### config.mk
export PLATFORM = sky130hd
export DESIGN_NAME = instr_fetch_buffer
export DESIGN_NICKNAME = d
export VERILOG_FILES = /design/src/rtl/instr_fetch_buffer.sv
export SDC_FILE = /design/constraint.sdc
export NUM_CORES = 1
export LEC_CHECK = 0
export CAP_MARGIN = 20
export CORE_MARGIN = 5
export CORE_UTILIZATION = 40
export DETAILED_ROUTE_END_ITERATION = 6
export SLEW_MARGIN = 20
export SYNTH_ARGS = -nofsm -noshare
export SYNTH_HDL_FRONTEND = slang
export SYNTH_SLANG_ARGS = --single-unit
### constraint.sdc
create_clock -name i_clk -period 5.35 [get_ports i_clk]
set_clock_uncertainty 0.2 [all_clocks]
set_input_delay 1.3375 -clock i_clk [delete_from_list [all_inputs] [get_ports i_clk]]
set_output_delay 1.3375 -clock i_clk [all_outputs]
set_load 0.005 [all_outputs]
### src/rtl/instr_fetch_buffer.sv
// ---------------------------------------------------------------------------
// instr_fetch_buffer
//
// Purpose:
//   Small first-word-fall-through instruction queue that sits between the
//   instruction memory/cache return path and the decode stage. It lets fetch
//   keep running while decode is stalled. It presents the head instruction,
//   its PC and the pre-split opcode/func3/func7[5] fields to the decode
//   control logic. A taken branch/jump redirect (i_flush) empties the queue.
//
// Ports:
//   i_clk          core clock, rising edge
//   i_arstn        asynchronous active-low reset
//   i_fetch_valid  fetch presents a word this cycle
//   i_fetch_instr  fetched instruction word
//   i_fetch_pc     PC of i_fetch_instr
//   o_fetch_ready  buffer can accept a word (depends on registered state only)
//   i_dec_ready    decode consumes the head this cycle
//   o_dec_valid    head entry valid
//   o_dec_instr    head instruction, NOP_INSTR when not valid
//   o_dec_pc       head PC, 0 when not valid
//   o_op           o_dec_instr[6:0]
//   o_func3        o_dec_instr[14:12]
//   o_func7_5      o_dec_instr[30]
//   i_flush        redirect: discard every entry
//   o_count        number of valid entries
// ---------------------------------------------------------------------------
module instr_fetch_buffer #(
   parameter int          DEPTH     = 4,
   parameter int          XLEN      = 64,
   parameter logic [31:0] NOP_INSTR = 32'h0000_0013
) (
   input  logic                       i_clk,
   input  logic                       i_arstn,
   input  logic                       i_fetch_valid,
   input  logic [31:0]                i_fetch_instr,
   input  logic [XLEN-1:0]            i_fetch_pc,
   output logic                       o_fetch_ready,
   input  logic                       i_dec_ready,
   output logic                       o_dec_valid,
   output logic [31:0]                o_dec_instr,
   output logic [XLEN-1:0]            o_dec_pc,
   output logic [6:0]                 o_op,
   output logic [2:0]                 o_func3,
   output logic                       o_func7_5,
   input  logic                       i_flush,
   output logic [$clog2(DEPTH+1)-1:0] o_count
);

   localparam int AW = $clog2(DEPTH);
   localparam int CW = $clog2(DEPTH+1);

   localparam logic [AW-1:0] PTR_ONE    = AW'(1'b1);
   localparam logic [CW-1:0] CNT_ZERO   = CW'(1'b0);
   localparam logic [CW-1:0] CNT_DEPTH  = CW'(DEPTH);

   logic [31:0]     instr_mem_q [DEPTH];
   logic [31:0]     instr_mem_d [DEPTH];
   logic [XLEN-1:0] pc_mem_q    [DEPTH];
   logic [XLEN-1:0] pc_mem_d    [DEPTH];

   logic [AW-1:0]   wr_ptr_q, wr_ptr_d;
   logic [AW-1:0]   rd_ptr_q, rd_ptr_d;
   logic [CW-1:0]   count_q,  count_d;

   logic            fetch_ready_s;
   logic            dec_valid_s;
   logic            push_s;
   logic            pop_s;

   // Handshake qualifiers. Ready comes from the registered count alone, so a
   // full buffer refuses a word even when decode pops in the same cycle.
   always_comb begin
      fetch_ready_s = (count_q != CNT_DEPTH);
      dec_valid_s   = (count_q != CNT_ZERO) & ~i_flush;
      push_s        = i_fetch_valid & fetch_ready_s & ~i_flush;
      pop_s         = dec_valid_s & i_dec_ready;
   end

   // Next-state for pointers, count and storage; flush overrides push and pop.
   always_comb begin
      instr_mem_d = instr_mem_q;
      pc_mem_d    = pc_mem_q;
      wr_ptr_d    = wr_ptr_q;
      rd_ptr_d    = rd_ptr_q;
      count_d     = count_q;
      if (i_flush) begin
         wr_ptr_d = {AW{1'b0}};
         rd_ptr_d = {AW{1'b0}};
         count_d  = CNT_ZERO;
      end else begin
         if (push_s) begin
            instr_mem_d[wr_ptr_q] = i_fetch_instr;
            pc_mem_d[wr_ptr_q]    = i_fetch_pc;
            // DEPTH is a power of two, so natural overflow wraps modulo DEPTH
            wr_ptr_d              = wr_ptr_q + PTR_ONE;
         end else begin
            wr_ptr_d = wr_ptr_q;
         end
         if (pop_s) begin
            rd_ptr_d = rd_ptr_q + PTR_ONE;
         end else begin
            rd_ptr_d = rd_ptr_q;
         end
         count_d = count_q + {{(CW-1){1'b0}}, push_s} - {{(CW-1){1'b0}}, pop_s};
      end
   end

   // Control state: pointers and occupancy, cleared asynchronously.
   always_ff @(posedge i_clk or negedge i_arstn) begin
      if (!i_arstn) begin
         wr_ptr_q <= {AW{1'b0}};
         rd_ptr_q <= {AW{1'b0}};
         count_q  <= CNT_ZERO;
      end else begin
         wr_ptr_q <= wr_ptr_d;
         rd_ptr_q <= rd_ptr_d;
         count_q  <= count_d;
      end
   end

   // Entry storage; contents are only observed while count marks them valid,
   // so it carries no reset.
   always_ff @(posedge i_clk) begin
      instr_mem_q <= instr_mem_d;
      pc_mem_q    <= pc_mem_d;
   end

   // Head presentation: combinational read gated to a NOP when nothing valid.
   // There is no bypass, so a word written this cycle shows up next cycle.
   always_comb begin
      o_fetch_ready = fetch_ready_s;
      o_dec_valid   = dec_valid_s;
      o_count       = count_q;
      if (dec_valid_s) begin
         o_dec_instr = instr_mem_q[rd_ptr_q];
         o_dec_pc    = pc_mem_q[rd_ptr_q];
      end else begin
         o_dec_instr = NOP_INSTR;
         o_dec_pc    = {XLEN{1'b0}};
      end
      o_op      = o_dec_instr[6:0];
      o_func3   = o_dec_instr[14:12];
      o_func7_5 = o_dec_instr[30];
   end

endmodule
==> summary.md, run 1 <==
| Metric | Value |
|---|---|
| Status | `completed` |
| PD cells | `430.4 nW/um^2` |
| Dpl cells | `1327` |
| Global placer's final weighted congestion | `~0.70` |
| Hold Violations, Final | `0` |
| CP top delay family | `flip-flops` |
| GRT met3 Usage | `0.03912` |
| Die extent in x | `roughly 200 um` |
| Static Leak | `approximately 6 nW` |
| Commonest non-fill, non-tap cell in the layout | `edfxtp_1` |
| FF+latch count, synth | `between 300 and 400` |
| FF/Latch Area | `11710 sq um` |
| CP Launch Point | `rd_ptr_q[0]` |
| Root buffer cell | `clkbuf_16` |
| Syn Area/Cell | `22.43 sq um` |
| Remaining DRCs | `0` |
| Syn_nets | `between 700 and 800` |
| Hpwl dp | `between 15000 and 20000 um` |
| CP Capture Type | `output port` |
| Post-synth cell types | `24` |
| Worst-Skew Late Latency | `0.52 ns` |
| Antenna Violating Nets Remaining | `0` |
| Post-CTS sizing | `0` |
| Share of cells above drive strength 1 | `0.1864` |
| Clk buf depth | `3` |
| Fin crit period | `4.480 ns` |
| Via density | `5.038` |
| Starting density of the core | `0.4021` |
| Nets | `roughly 1000` |
| Most frequent cells in the layout | `384 x edfxtp_1, 212 x clkdlybuf4s50_1, 96 x mux4_2` |
| Gr busiest metal | `met2` |
| Worst Hold Class | `reg -> reg` |
| FF-to-FF Start | `o_count[1]` |
| Yosys Warn Count | `0` |
| Crit-path max cell delay | `0.88 ns` |
| Critical setup path kind | `reg -> out` |
| DR WL/cell | `21.20 um` |
| Antenna violations before repair | `2` |
| Syn Std Cell Area | `15000 sq um` |
| Gr ovfl total | `0` |
| Core ar. | `37310 sq um` |
| Worst-margin pin slew | `0.6938 ns` |
| Buffer and inverter count on the worst path | `2` |
| CP Max Fanout | `31` |
| Final cell count without fillers | `1402` |
| First-pass GRT wire length | `45570 um` |
| Total number of vias | `between 7000 and 8000` |
| Fillcell total | `around 3000` |
| CTS Hold Bufs | `0` |
| Height of the chip | `203.7 um` |
| Critical Path, Cell by Cell | `buf_4 > mux4_2 > and2_1 > clkdlybuf4s50_1` |
| Slowest-stage cell, CP | `dfrtp_4` |
| Slew headroom | `0.5375` |
| Fin Setup TNS | `0 ns` |
| Drt total wl | `29720 um` |
| CTS tree | `yes` |
| DRT iter0 DRCs | `a little over 300` |
| Part of the cycle the worst path needs | `0.8374` |
| Pins Over Slew Limit | `0` |
| Syn Inst Count | `between 600 and 700` |
| Max Cap Viol | `0` |
| Post-CTS Setup Repair Bufs | `0` |
| CTS clk-pin slew, worst paths | `0.06 ns` |
| First-pass iteration count of the detailed router | `4` |
| CTS Sinks | `around 390` |
| Sequential share of the synthesized area | `0.7803` |
| F_max | `between 0.2 and 0.25 GHz` |
| Met2 usage | `0.2294` |
| Antenna diodes | `0` |
| Endpoints failing setup | `0` |
| Port Buffer Count | `212` |
| Worst endpoint required time | `3.81 ns` |
| # rows | `71` |
| Layout Area Growth over Synthesis | `27.09%` |
| Largest net degree at the start of global routing | `97` |
| Cts bufs inserted | `42` |
| Htree depth | `2` |
| Number of I/O pins | `213` |
| Unrepaired setup endpoints after global routing | `no` |
| Startpoint types | `register` |
| Worst hold path startpoint | `wr_ptr_q[1]` |
| Die area | `41480 sq um` |
| Overall Global Routing Usage | `0.1421` |
| GR met1 Demand/Resource | `0.1949` |
| Data arrival time of the worst path | `a little under 3 ns` |
| Vias in the first global route | `7639` |
| Area of the multi-input gates | `approximately 3000 sq um` |
| Max IR drop VDD | `0.0002345 V` |
## power breakdown
part	internal [W]	switching, W	total, W
Sequential	0.00354	0.000123	0.00366
Clock	0.00166	0.00110	0.00276
Combinational	0.00109	0.000697	0.00179
Total	0.00629	0.00192	0.00821
## per-stage QoR
stage | utilization | power [W] | hold slack, ns | setup WS [ns] | area [sq um]
finish | 0.5110 | 0.008206 | 0.4011 | 0.8701 | 19070
global route | 0.5110 | 0.008610 | 0.4283 | 0.6532 | 19070
CTS | 0.5110 | 0.008353 | 0.3980 | 0.7463 | 19070
detailed placement | 0.4757 | 0.005573 | 0.3893 | 0.8536 | 17750
global placement | 0.4757 | 0.005569 | 0.3779 | 0.8720 | 17750
floorplan | - | 0.004705 | 0.3573 | 0.7227 | 15000
## synthesized netlist by cell type (all sizes together)
cell type  instances  area, sq um
clkbuf            18        68.81
nor3               3        20.02
ha                 6        75.07
fa                 1        20.02
mux4              96         2162
o31ai              1        7.510
dfrtp              7        175.2
xor2               2        17.52
or3                4        25.02
and2              99        619.3
buf               26        182.7
nand2              1        3.750
nor2               4        15.01
nor2b              1        6.260
o21ai              3        15.01
nand3              2        10.01
nor3b              1        7.510
edfxtp           384        11530
a21oi              3        15.01
inv                7        26.28
## final timing paths
path | endpoint | slack (ns) | cells past startpoint
worst max-delay path | o_func3[2] | 0.87 | 4
worst min-delay path | wr_ptr_q[1] | 0.40 | 2
worst max register to register | o_count[2] | 2.36 | 12
worst min register to register | wr_ptr_q[1] | 0.40 | 2
max in group asynchronous | rd_ptr_q[0] | 3.76 | 1
min in group asynchronous | wr_ptr_q[0] | 0.89 | 1
## area by class of cell
| class | count | area share |
|---|---|---|
| flip-flops and latches | 391 | 0.6143 |
| multi-input cells | 227 | 0.1593 |
| repair buffers | 228 | 0.1248 |
| clock buffers | 51 | 0.05801 |
| well taps | 474 | 0.03110 |
| clock inverters | 24 | 0.01109 |
| inverters | 7 | 0.001378 |
## state kept, by name (all words and copies together), names as in the netlist
register,cells
pc_mem_q,256
instr_mem_q,128
o_count,3
rd_ptr_q,2
wr_ptr_q,2
## worst min-delay path: cells and delay by family, from the launching register on
kind           cells  cell delay (ns)
flip-flops         1             0.41
AO/OA/AOI/OAI      2             0.16
## per-layer routing
| metal | vias to the layer above | wire length, um |
|---|---|---|
| met5 | - | 34 |
| met4 | 4 | 489 |
| met3 | 40 | 2032 |
| met2 | 214 | 14340 |
| met1 | 3640 | 12830 |
| li1 | 3165 | - |
## cell families (layout without fill, tap and decap cells)
logic type,after synthesis,count (layout),synth area share
flops,391,391,0.7803
simple gates,115,115,0.04712
mux,96,96,0.1441
buf+inv,51,310,0.01851
fa+ha+maj,7,7,0.006338
compound gates,7,7,0.002501
xor+xnor,2,2,0.001168
No activity file was read; power rests on OpenSTA's default activity.
==> run 2: changes to the inputs <==
Clock period 5.35 ns to 4 ns, I/O delays scaled along.
==> summary.md, run 2 (same netlist as run 1, synthesis figures left out) <==
| Metric | Value |
|---|---|
| Worst-Skew Late Latency | `0.52 ns` |
| Total number of vias | `7081` |
| Most frequent cells in the layout | `384 x edfxtp_1, 212 x clkdlybuf4s50_1, 96 x mux4_2` |
| Worst Hold Class | `reg -> reg` |
| Pins Over Slew Limit | `0` |
| Endpoints failing setup | `0` |
| DRT iter0 DRCs | `between 300 and 400` |
| CTS tree | `yes` |
| Core ar. | `37310 sq um` |
| Commonest non-fill, non-tap cell in the layout | `edfxtp_1` |
| Gr ovfl total | `0` |
| Worst Reg-to-Reg Cells | `12` |
| Post-CTS sizing | `0` |
| F_max | `approximately 0.26 GHz` |
| Fin Setup TNS | `0 ns` |
| Cts bufs inserted | `42` |
| Biggest register | `pc_mem_q` |
| Die area | `41480 sq um` |
| CTS clk-pin slew, worst paths | `0.06 ns` |
| Crit-path max cell delay | `slightly above 0.6 ns` |
| # rows | `71` |
| Worst endpoint required time | `2.80 ns` |
| Post-CTS Setup Repair Bufs | `0` |
| Global placer's final weighted congestion | `between 0.6 and 0.7` |
| Starting density of the core | `0.4021` |
| Max IR drop VDD | `0.0003175 V` |
| Vias in the first global route | `7590` |
| Root buffer cell | `clkbuf_16` |
| Port Buffer Count | `212` |
| DR WL/cell | `21.59 um` |
| CP Capture Type | `output port` |
| Antenna Violating Nets Remaining | `0` |
| Startpoint types | `register` |
| Via density | `5.029` |
| Nets | `1008` |
| Drt total wl | `30390 um` |
| Part of the cycle the worst path needs | `0.9584` |
| Htree depth | `2` |
| Layout Area Growth over Synthesis | `27.86%` |
| Critical Path, Cell by Cell | `buf_12 > mux4_2 > and2_1 > clkdlybuf4s50_1` |
| Clk buf depth | `3` |
| CTS Hold Bufs | `0` |
| Status | `completed` |
| Max Cap Viol | `0` |
| Data arrival time of the worst path | `between 2 and 3 ns` |
| First-pass iteration count of the detailed router | `4` |
| Number of flip-flops in the largest register | `256` |
| PD cells | `579.0 nW/um^2` |
| Die extent in x | `203.7 um` |
| Height of the chip | `203.7 um` |
| CP Max Fanout | `52` |
| Fin crit period | `3.834 ns` |
| Critical setup path kind | `reg -> out` |
| Overall Global Routing Usage | `0.1452` |
| Slew headroom | `0.6315` |
| Antenna violations before repair | `3` |
| Hold Violations, Final | `0` |
| Worst Hold Slack | `0.4015 ns` |
| Share of cells above drive strength 1 | `0.2006` |
| Worst Hold Path Cells | `2` |
| Unrepaired setup endpoints after global routing | `no` |
| Fillcell total | `3016` |
| Number of I/O pins | `213` |
| CTS Sinks | `around 390` |
| Largest net degree at the start of global routing | `81` |
| Slowest-stage cell, CP | `mux4_2` |
| Static Leak | `6.102 nW` |
| Remaining DRCs | `0` |
| Hpwl dp | `17640 um` |
| First-pass GRT wire length | `between 40000 and 50000 um` |
| Worst-margin pin slew | `0.5527 ns` |
[run 2: cell types whose count changed in the layout (fill, tap and decap cells not counted)]
cell | before | now
clkinv_2 | 3 | 12
clkinv_1 | 14 | 8
clkbuf_1 | 8 | 4
clkinv_4 | 0 | 3
buf_12 | 11 | 13
clkbuf_16 | 43 | 45
clkinvlp_4 | 2 | 0
diode_2 | 0 | 2
buf_6 | 0 | 1
inv_6 | 1 | 0
[run 2: per-layer routing]
metal,track usage,vias up,routed length [um],share of wire
met4,0.03758,6,562,0.018
li1,-,3172,-,-
met2,0.2317,201,14500,0.48
met5,0,-,40,0.0013
met3,0.04134,52,1940,0.064
met1,0.1992,3650,13350,0.44
[run 2: worst paths after layout]
kind / start / to / slack, ns
setup reg to reg: o_count[1] / o_count[2] / 1.01
max in group asynchronous: i_arstn / rd_ptr_q[0] / 2.78
setup / recovery: rd_ptr_q[0] / o_dec_instr[25] / 0.17
min in group asynchronous: i_arstn / o_count[1] / 0.54
hold / removal: wr_ptr_q[0] / wr_ptr_q[0] / 0.40
hold reg to reg: wr_ptr_q[0] / wr_ptr_q[0] / 0.40
[run 2: final cells by class]
type	count	area [sq um]	share of cell area
repair buffers	231	2431	0.1267
clock buffers	49	1141	0.05948
inverters	7	26.28	0.001370
flip-flops and latches	391	11710	0.6106
well taps	474	593.1	0.03092
multi-input cells	227	3037	0.1583
clock inverters	27	236.5	0.01233
diodes	2	5.005	0.0002609
[run 2: where the power goes]
group | internal [W] | switching [W]
sequential | 0.00473 | 0.0000827
clock | 0.00230 | 0.00151
combinational | 0.00146 | 0.00103
[run 2: per-stage QoR]
step | utilization | power (W) | worst slack [ns] | cells | instance area, sq um
finish | 0.5142 | 0.01111 | 0.1664 | 1408 | 19180
global route | 0.5140 | 0.01164 | 0.007475 | 1406 | 19180
CTS | 0.5139 | 0.01131 | 0.06467 | 1406 | 19170
detailed placement | 0.4770 | 0.007456 | 0.06406 | 1330 | 17800
global placement | 0.4770 | 0.007445 | 0.1081 | 1330 | 17800
floorplan | - | 0.006282 | 0.7600 | 669 | 15010
[run 2: critical path, delay by kind of cell (launching register included)]
family | cells | cell delay (ns)
mux | 1 | 0.62
buf+inv | 2 | 0.80
simple gates | 1 | 0.19
flops | 1 | 0.44
==> run 3: changes to the inputs <==
Settings changed: CELL_PAD_IN_SITES_DETAIL_PLACEMENT from default to 1, CELL_PAD_IN_SITES_GLOBAL_PLACEMENT from default to 2, CORE_UTILIZATION 40 to 38, PLACE_DENSITY_LB_ADDON from default to 0.1.
==> summary.md, run 3 (same netlist as run 1, synthesis figures left out) <==
| Metric | Value |
|---|---|
| Fin Setup TNS | `0 ns` |
| Critical setup path kind | `in -> out` |
| Critical Path, Cell by Cell | `clkdlybuf4s50_1 > nor2_4 > buf_12 > and2_1 > clkdlybuf4s50_1` |
| Buffer and inverter count on the worst path | `3` |
| Fin crit period | `3.884 ns` |
| Cts bufs inserted | `42` |
| Crit-path max cell delay | `0.54 ns` |
| CP Capture Type | `output port` |
| Flop2flop setup slack | `around 0.9 ns` |
| First-pass iteration count of the detailed router | `4` |
| Slowest-stage cell, CP | `clkdlybuf4s50_1` |
| Worst hold path startpoint | `wr_ptr_q[1]` |
| Gr ovfl total | `0` |
| Dpl cells | `around 1400` |
| Unrepaired setup endpoints after global routing | `no` |
| Port Buffer Count | `between 200 and 250` |
| Number of I/O pins | `213` |
| Worst Reg-to-Reg Cells | `12` |
| F_max | `0.2575 GHz` |
| CTS tree | `yes` |
| Htree depth | `2` |
| CTS clk-pin slew, worst paths | `0.06 ns` |
| Antenna Violating Nets Remaining | `0` |
| Power Total | `0.01116 W` |
| Global placer's final weighted congestion | `0.7079` |
| Root buffer cell | `clkbuf_16` |
| CTS Sinks | `391` |
| CP Max Fanout | `51` |
| Worst endpoint required time | `2.80 ns` |
| Hpwl dp | `21060 um` |
| Most frequent cells in the layout | `384 x edfxtp_1, 212 x clkdlybuf4s50_1, 96 x mux4_2` |
| Total number of vias | `7283` |
| Startpoint types | `primary input` |
| PD cells | `~580 nW/um^2` |
| Data arrival time of the worst path | `2.68 ns` |
| Final core utilization | `0.4992` |
| Core ar. | `roughly 39000 sq um` |
| Status | `completed` |
| Endpoints failing setup | `0` |
| First-pass GRT wire length | `51610 um` |
| Worst Hold Class | `reg -> reg` |
| Nets | `1022` |
| Clk buf depth | `3` |
| Via density | `4.975` |
| # rows | `slightly above 70` |
| Antenna violations before repair | `6` |
| Pre-CTS setup slack | `between 0.08 and 0.09 ns` |
| Largest net degree at the start of global routing | `52` |
| Max Cap Viol | `0` |
| Remaining DRCs | `0` |
| Share of cells above drive strength 1 | `0.2004` |
| Commonest non-fill, non-tap cell in the layout | `edfxtp_1` |
| Layout Area Growth over Synthesis | `29.19%` |
| Worst Hold Path Cells | `2` |
| Final cell count without fillers | `1464` |
| CP dominant cell by count | `clkdlybuf4s50_1` |
| Slew headroom | `0.6654` |
| Die extent in x | `208.7 um` |
| Fillcell total | `3499` |
| Worst-Skew Late Latency | `0.55 ns` |
| DRT iter0 DRCs | `between 400 and 500` |
| Worst-margin pin slew | `about 0.5 ns` |
| Vias in the first global route | `8090` |
| Post-CTS sizing | `0` |
| DR WL/cell | `22.98 um` |
| Hold Violations, Final | `0` |
| Max IR drop VDD | `0.0002784 V` |
| Number of flip-flops in the largest register | `256` |
| Biggest register | `pc_mem_q` |
| FF-to-FF Start | `o_count[1]` |
| Worst Hold Endpoint | `wr_ptr_q[1]` |
| Die area | `about 44000 sq um` |
| Starting density of the core | `0.3864` |
| Height of the chip | `208.7 um` |
| CP top delay family | `buffers and inverters` |
| Static Leak | `6.151 nW` |
| Part of the cycle the worst path needs | `0.9709` |
| Pins Over Slew Limit | `0` |
| Overall Global Routing Usage | `0.1555` |
| CP Launch Point | `i_flush` |
| Setup ws final | `0.1163 ns` |
| Worst r2r dst | `o_count[2]` |
| Drt total wl | `roughly 34000 um` |
==> run 3: cell count changes in the layout (fill, tap and decap cells not counted) <==
cell and change:
clkinv_2 -9, buf_16 +1, clkbuf_1 +6, buf_12 +8, buf_6 -1, diode_2 +1
clkinv_1 +3, bufinv_16 -2, clkinv_4 -1, buf_4 +6
==> run 3: power by group <==
| group | leakage [nW] | internal (W) | switching (W) |
|---|---|---|---|
| combinational | 1.95 | 0.00158 | 0.00111 |
| sequential | 3.57 | 0.00473 | 0.0000843 |
| clock | 0.632 | 0.00216 | 0.00149 |
| total | 6.15 | 0.00848 | 0.00268 |
==> run 3: worst max-delay path by stage <==
stage / depth (start not counted) / slack, ns / to
global placement: 5 / 0.11 / o_func3[1]
global route: 5 / 0.01 / o_dec_instr[13]
detailed placement: 5 / 0.09 / o_dec_instr[13]
floorplan: 3 / 0.76 / instr_mem_q[0]
CTS: 4 / 0.005 / o_dec_pc[4]
finish: 5 / 0.12 / o_dec_instr[13]
==> run 3: layer usage <==
metal | share of wire | track usage | up-vias
met1 | 0.42 | 0.2055 | 3799
met2 | 0.50 | 0.2557 | 206
met5 | 0.0013 | 0 | -
met3 | 0.061 | 0.04034 | 58
li1 | - | - | 3214
met4 | 0.022 | 0.04703 | 6
==> run 3: metrics by stage <==
stage                     hold slack, ns  cell area, sq um
after detailed placement          0.4068             17960
after CTS                         0.4157             19310
after global placement            0.3719             17960
after floorplan                   0.3573             15010
after global routing              0.4553             19370
final                             0.4281             19380
==> run 3: tightest hold or removal path, stage by stage (launching register included) <==
cell     delay [ns]
dfrtp_1        0.42
o21ai_0        0.09
a21oi_1        0.07
==> run 3: what timing repair did <==
action                     in CTS  in global routing
hold endpoints to repair        0                  0
hold buffers                    0                  0
setup endpoints to repair     102                  7
setup buffers                   2                  7
pin swaps                       0                  0
==> run 3: area by class of cell <==
| cell class | count | area [sq um] | area share |
|---|---|---|---|
| well taps | 518 | 648.1 | 0.03344 |
| clock buffers | 55 | 1164 | 0.06004 |
| clock inverters | 18 | 133.9 | 0.006907 |
| inverters | 7 | 26.28 | 0.001356 |
| multi-input cells | 227 | 3037 | 0.1567 |
| diodes | 3 | 7.507 | 0.0003873 |
| flip-flops and latches | 391 | 11710 | 0.6044 |
| repair buffers | 245 | 2653 | 0.1369 |
